[config.mk]
export PLATFORM = sky130hd
export DESIGN_NAME = neuron_accumulator
export DESIGN_NICKNAME = d
export VERILOG_FILES = /design/src/rtl/neuron_accumulator.sv
export SDC_FILE = /design/constraint.sdc
export NUM_CORES = 1
export LEC_CHECK = 0
export ABC_AREA = 1
export CORE_MARGIN = 3
export CORE_UTILIZATION = 30
export DETAILED_ROUTE_END_ITERATION = 12
export PLACE_DENSITY = 0.52
export SLEW_MARGIN = 20
export SYNTH_ARGS = -nofsm -noshare
export SYNTH_HDL_FRONTEND = slang
export SYNTH_SLANG_ARGS = --single-unit
[constraint.sdc]
create_clock -name clk -period 13.5 [get_ports clk]
set_clock_uncertainty 0.05 [all_clocks]
set_input_delay 2.025 -clock clk [delete_from_list [all_inputs] [get_ports clk]]
set_output_delay 2.025 -clock clk [all_outputs]
set_load 0.005 [all_outputs]
[src/rtl/neuron_accumulator.sv]
// neuron_accumulator: sums N_PIXELS signed products plus a bias with saturation,
// then hands the pre-activation sum and a cat/not-cat decision downstream.
module neuron_accumulator #(
    parameter int N_PIXELS = 12288,
    parameter int PROD_W   = 32,
    parameter int ACC_W    = 48,
    parameter int CNT_W    = 14
) (
    input  logic              clk,
    input  logic              rst,
    input  logic              start,
    input  logic [31:0]       bias,
    input  logic              prod_valid,
    input  logic [PROD_W-1:0] prod,
    output logic              prod_ready,
    output logic              result_valid,
    input  logic              result_ready,
    output logic [ACC_W-1:0]  sum,
    output logic              is_cat,
    output logic              overflow,
    output logic              busy
);
    typedef enum logic [1:0] {IDLE, ACCUM, BIAS, DONE} state_t;
    localparam logic [CNT_W-1:0] LAST    = CNT_W'(N_PIXELS - 1);
    localparam logic [ACC_W-1:0] ACC_MAX = {1'b0, {(ACC_W-1){1'b1}}};
    localparam logic [ACC_W-1:0] ACC_MIN = {1'b1, {(ACC_W-1){1'b0}}};
    state_t            state_q, state_d;
    logic [ACC_W-1:0]  acc_q, acc_d, sum_q, sum_d, addend, raw, sat;
    logic [CNT_W-1:0]  cnt_q, cnt_d;
    logic              ovf_q, ovf_d, cat_q, cat_d, add_ovf;
    // One shared saturating adder: products in ACCUM, the bias in BIAS
    always_comb begin
        addend  = (state_q == BIAS) ? ACC_W'($signed(bias)) : ACC_W'($signed(prod));
        raw     = acc_q + addend;
        add_ovf = (acc_q[ACC_W-1] == addend[ACC_W-1]) && (raw[ACC_W-1] != acc_q[ACC_W-1]);
        sat     = add_ovf ? (acc_q[ACC_W-1] ? ACC_MIN : ACC_MAX) : raw;
    end
    always_comb begin
        state_d = state_q;
        acc_d   = acc_q;
        cnt_d   = cnt_q;
        ovf_d   = ovf_q;
        sum_d   = sum_q;
        cat_d   = cat_q;
        case (state_q)
            IDLE: if (start) begin
                acc_d   = '0;
                cnt_d   = '0;
                ovf_d   = 1'b0;
                state_d = ACCUM;
            end
            ACCUM: if (prod_valid) begin
                acc_d   = sat;
                ovf_d   = ovf_q | add_ovf;
                cnt_d   = cnt_q + 1'b1;
                state_d = (cnt_q == LAST) ? BIAS : ACCUM;
            end
            BIAS: begin
                acc_d   = sat;
                ovf_d   = ovf_q | add_ovf;
                sum_d   = sat;
                cat_d   = !sat[ACC_W-1] && (|sat);
                state_d = DONE;
            end
            default: state_d = result_ready ? IDLE : DONE;
        endcase
    end
    always_ff @(posedge clk or negedge rst) begin
        if (!rst) begin
            state_q <= IDLE;
            acc_q   <= '0;
            cnt_q   <= '0;
            ovf_q   <= 1'b0;
            sum_q   <= '0;
            cat_q   <= 1'b0;
        end else begin
            state_q <= state_d;
            acc_q   <= acc_d;
            cnt_q   <= cnt_d;
            ovf_q   <= ovf_d;
            sum_q   <= sum_d;
            cat_q   <= cat_d;
        end
    end
    assign prod_ready   = (state_q == ACCUM);
    assign result_valid = (state_q == DONE);
    assign busy         = (state_q != IDLE);
    assign sum          = sum_q;
    assign is_cat       = cat_q;
    assign overflow     = ovf_q;
endmodule

After elaboration in Yosys (flattened, before gate mapping)
Cells that the tools add are included.
Operators by class
  reductions and logical operators: 11
  eq/ne operators: 8
  bitwise gates (word level): 1
  multiplexer cells: 17
  $add $sub $neg: 2
Operator list (count)
  48-bit two-way mux: 5
  48-bit case mux with 3 select lines: 1
  48-bit adder: 1
  48-bit OR reduction: 1
  14-bit two-way mux: 2
  14-bit case mux with 2 select lines: 1
  14-bit by 1-bit adder with 14-bit output (second input constant): 1
  14-bit == test (second input constant): 1
  2-bit two-way mux: 4
  2-bit case mux with 3 select lines: 1
  3-bit AND reduction: 2
  2-bit == test (second input constant): 2
  2-bit inequality test (second input constant): 2
  2-bit nonzero test: 2
  1-bit case mux with 3 select lines: 1
  3-bit nonzero test: 1
  2-bit by 1-bit == test with 1-bit output (second input constant): 1
  1-bit logical AND: 2
  2-bit zero test: 1
  1-bit two-way mux: 2
  2-bit AND reduction: 1
  1-bit == test: 1
  1-bit zero test: 1
  1-bit inequality test: 1
  1-bit bitwise OR: 1
Storage, ports and cells
  input bits: 69
  logic and storage cells: 45
  flip-flop bits (word level): 114
  output and inout port bits: 53

Logic depth before layout (Yosys ltp)
  depth in word-level cells: 8
  gate-level depth with buffers: 37
  mapped depth without buffers: 33

Worst setup path before layout
Ideal clock, no wire load.
  path type: input to register
  from: input bias[31]
  to: register cat_q (netlist: is_cat)
  data arrival time: 5.394 ns
  stages on the path: 22
  library setup time: 0.117 ns
  data required time: 13.333 ns
  setup slack: 7.940 ns
  buffers on the path: 2
  path through: nand2_1 nand2_2 ha_1 inv_1 o21ai_0 a31oi_1 o21ai_0 a21oi_1 nand2_1 a221oi_1 fa_1 xnor2_1 nand4_1 buf_2 buf_2 inv_1 nor2_1 nand4_1 nor2_1 nand2_1 nand2_1 nand2_1
Between the ends
  longest elaborated chain between the ends: 7
  elaborated cells between the ends (all ways): 9
  those cells by class: add/sub: 1; eq/ne: 2; mux: 2; reduce/logical: 4
RTL lines
  from (decl): line 12  | input logic [31:0] bias,
  48-bit two-way mux (*): line 33  | addend = (state_q == BIAS) ? ACC_W'($signed(bias)) : ACC_W'($signed(prod));
  48-bit adder: line 34  | raw = acc_q + addend;
  1-bit inequality test: line 35  | add_ovf = (acc_q[ACC_W-1] == addend[ACC_W-1]) && (raw[ACC_W-1] != acc_q[ACC_W-1]);
  1-bit logical AND: line 35
  48-bit two-way mux (*): line 36  | sat = add_ovf ? (acc_q[ACC_W-1] ? ACC_MIN : ACC_MAX) : raw;
  48-bit OR reduction / 1-bit zero test (equally long branches): line 62  | cat_d = !sat[ACC_W-1] && (|sat);
  1-bit logical AND (*): line 62
  to (signal assigned): line 82  | cat_q <= cat_d;
  to (decl): line 30  | logic ovf_q, ovf_d, cat_q, cat_d, add_ovf;
Mark *: on every way between the ends. The rest lies on a longest branch, timed or not.
A chain may end at the register's enable or synchronous reset.

Worst setup path in the final report
  from: input prod[31]
  to: register cat_q (netlist: is_cat)
Between the ends
  longest elaborated chain between the ends: 7
  elaborated cells between the ends (all ways): 9
  those cells by class: add/sub: 1; eq/ne: 2; mux: 2; reduce/logical: 4
RTL lines
  from (decl): line 14  | input logic [PROD_W-1:0] prod,
  48-bit two-way mux (*): line 33
  48-bit adder: line 34
  1-bit inequality test: line 35
  1-bit logical AND: line 35
  48-bit two-way mux (*): line 36
  48-bit OR reduction / 1-bit zero test (equally long branches): line 62
  1-bit logical AND (*): line 62
Marks and branches as above.

==> results.yml <==
outcome:
  outcome: "finished, final reports clean"
timing:
  tns_ps: 0
  finalCriticalPeriod_ps: 6560
  slew_violations: 0
  worst_pin_slew_ps: 947
  slew_headroom_pct: 36.8
  fmax_mhz: 152
  hold_viol: 0
  rsz0062_at_grt: "no"
  period_share_pct: 48.6
  setup-violations-final: 0
logic_synthesis:
  synthesis.area_mm2: 0.00904
  synth_area_leader_cell: "dfrtp_1"
  synth.distinct_cells: 48
  ys_dominant_reg_cell: "dfrtp_1"
  yosysMostFrequentCell: "nand2_1"
  async_reset_ff_share_pct: 100
  synth-edff-count: 0
  synth-seq-area-share_pct: 31.5
  syn_nets: 1556
  yosys-top-cells-count: "nand2_1 (537), inv_1 (192), dfrtp_1 (114), o21ai_0 (109), nor2_1 (108)"
  post_synth.cell_area_avg_um2: 6.31
  ys_warn_count: 0
  synth.top_cell.area_share_pct: 31.5
  syn_inst: 1433
  ys_ff_latch: 114
  ys_top_cells_by_area: "dfrtp_1 (32%), nand2_1 (22%), inv_1 (8.0%), ha_1 (7.2%), o21ai_0 (6.0%)"
clocking:
  cts_resized: 0
  cts_tree: "yes"
  post-cts-setup-buffers: 0
  cts_htree_levels: 4
  clk-insertion-delay-late_ps: 430
  cts_root_buffer: "clkbuf_16"
  cts_buffers: 17
  clk_pin_slew_worst_paths_ps: 70
  cts_hold_buf: 0
  cts_max_path_buffers: 2
  clkSinkCount: 114
grt:
  grt-ovfl-total: 0
  grt_pass1_vias: 8991
  antenna_found_initial: 0
  grt_usage_pct: 18.5
  grt_pass1_wl_um: 48500
  grt_max_degree: 78
pwr:
  p_per_area_mw_per_mm2: 239
  vdd_ir_drop_max_mv: 0.0967
  power.total_mw: 2.67
  pwr-share-clk_pct: 15.7
  power.share.sequential_pct: 21.8
  p_sw_share_pct: 50.0
  p_int_mw: 1.33
  leakagePower_nw: 5.90
  combinationalPowerShare_pct: 62.4
  p_sw_mw: 1.33
setup_path:
  reg2regPathDepth: 33
  slowest_stage: "clkdlybuf4s50_1"
  critical_path.top_delay_family: "simple AND/OR/NAND/NOR gates"
  cp_num_buf_inv: 4
  cp-start-kind: "input port"
  critPathMostFrequentCell: "nand2_1"
  crit_path_max_fanout: 36
  path_depth: 28
  arrival_ps: 6830
  required_ps: 13770
  critical_path_class: "input port to flip-flop"
  endpoint_kind: "flip-flop"
  max_stage_delay_ps: 470
drt:
  drcViolationCount: 0
  wl_um: 30100
  vias_per_cell: 4.75
  routedWlPerCell_um: 15.5
  ant_nets: 0
  dr_total_vias: 9211
  drt_iter0_drc: 462
  first_pass_iters: 6
floorplan:
  fp.dieH_um: 180
  io-pin-count: 122
  coreArea_mm2: 0.0292
  start_util_pct: 31.0
  fp-row-count: 62
  die_w_um: 180
  die_area_mm2: 0.0323
layout:
  nets: 1666
  antenna_cells: 0
  syn2layout_area_growth_pct: 23.5
  drive_gt1_share_pct: 5.59
  final_cell_area_mm2: 0.0112
place:
  place_area_mm2: 0.0106
  hpwl_um: 23800
  gp_congestion: 0.931
  io_buffer_count: 121
hold_path:
  hp-class: "flip-flop to flip-flop"
  worstHoldPathCells: 2
job:
  drv_cap: 0
[layer usage]
metal / wire, µm / part of all wire (%) / GRT usage, %
met1: 14600 / 48 / 25.8
met2: 13700 / 45 / 30.1
met3: 1440 / 4.8 / 3.11
met4: 447 / 1.5 / 4.24
met5: 0 / 0 / 0
[power groups by stage]
stage               registers (mW)  logic [mW]  clock network, mW
floorplan                    0.575        1.06                  0
global placement             0.586        1.67                  0
detailed placement           0.587        1.67                  0
CTS                          0.584        1.68              0.429
global route                 0.603        1.90              0.443
finish                       0.583        1.66              0.420
[registers in the layout, summed over array words and instances, names as in the netlist]
register / count
cnt_q: 14
state_q: 2
overflow: 1
sum: 48
acc_q: 48
is_cat: 1
[path summary, 6_finish.rpt]
check,startpoint,to,slack (ps)
hold reg to reg,sum[5]$_DFFE_PN0P_,sum[5]$_DFFE_PN0P_,430
setup reg to reg,state_q[0]$_DFFE_PN0P_,is_cat$_DFFE_PN0P_,7310
max in group asynchronous,rst,acc_q[29]$_DFFE_PN0P_,10530
hold / removal,sum[5]$_DFFE_PN0P_,sum[5]$_DFFE_PN0P_,430
setup / recovery,prod[31],is_cat$_DFFE_PN0P_,6940
min in group asynchronous,rst,cnt_q[0]$_DFFE_PN0P_,1590
[logic make-up (layout without fill, tap and decap cells)]
logic type	count (synthesis)	after routing	synth area share, %
AND/OR/NAND/NOR	810	810	37.5
buffers and inverters	243	366	10.3
AO/OA/AOI/OAI	207	207	12.6
flip-flops	114	114	31.5
adder cells (fa/ha/maj)	54	54	7.64
XOR/XNOR	5	5	0.484
[through the flow]
stage	std cells	util (%)	setup slack (ps)	hold WS, ps
floorplan	1433	-	7940	406
global placement	1908	36.5	6560	416
detailed placement	1908	36.5	6520	422
CTS	1940	38.3	6950	436
global route	1940	38.3	6370	461
finish	1940	38.3	6940	431
[placed cells by master, fill, tap and decap left out, drive strengths merged, types with 19 or more instances in the layout]
cell type	Yosys	final
nand2	551	551
inv	203	203
clkdlybuf4s50	0	120
dfrtp	114	114
nor2	113	113
o21ai	111	111
nand3	93	93
a21oi	57	57
ha	52	52
clkbuf	27	19
[layout make-up]
class                           count  area, µm²
Multi-Input combinational cell   1076       5260
Sequential cell                   114       2850
Inverter                          206        776
Fill cell                        3256      18000
Timing Repair Buffer              128       1260
Clock buffer                       19        443
Clock inverter                     13       88.8
Tap cell                          384        480
[worst reg2reg max path, delay by kind of cell (launching register included)]
family / cells / cell delay, ps
flops: 1 / 410
buf+inv: 5 / 1640
fa+ha+maj: 3 / 1170
simple gates: 24 / 2700
compound gates: 1 / 110
(Power assumes the default switching activity.)
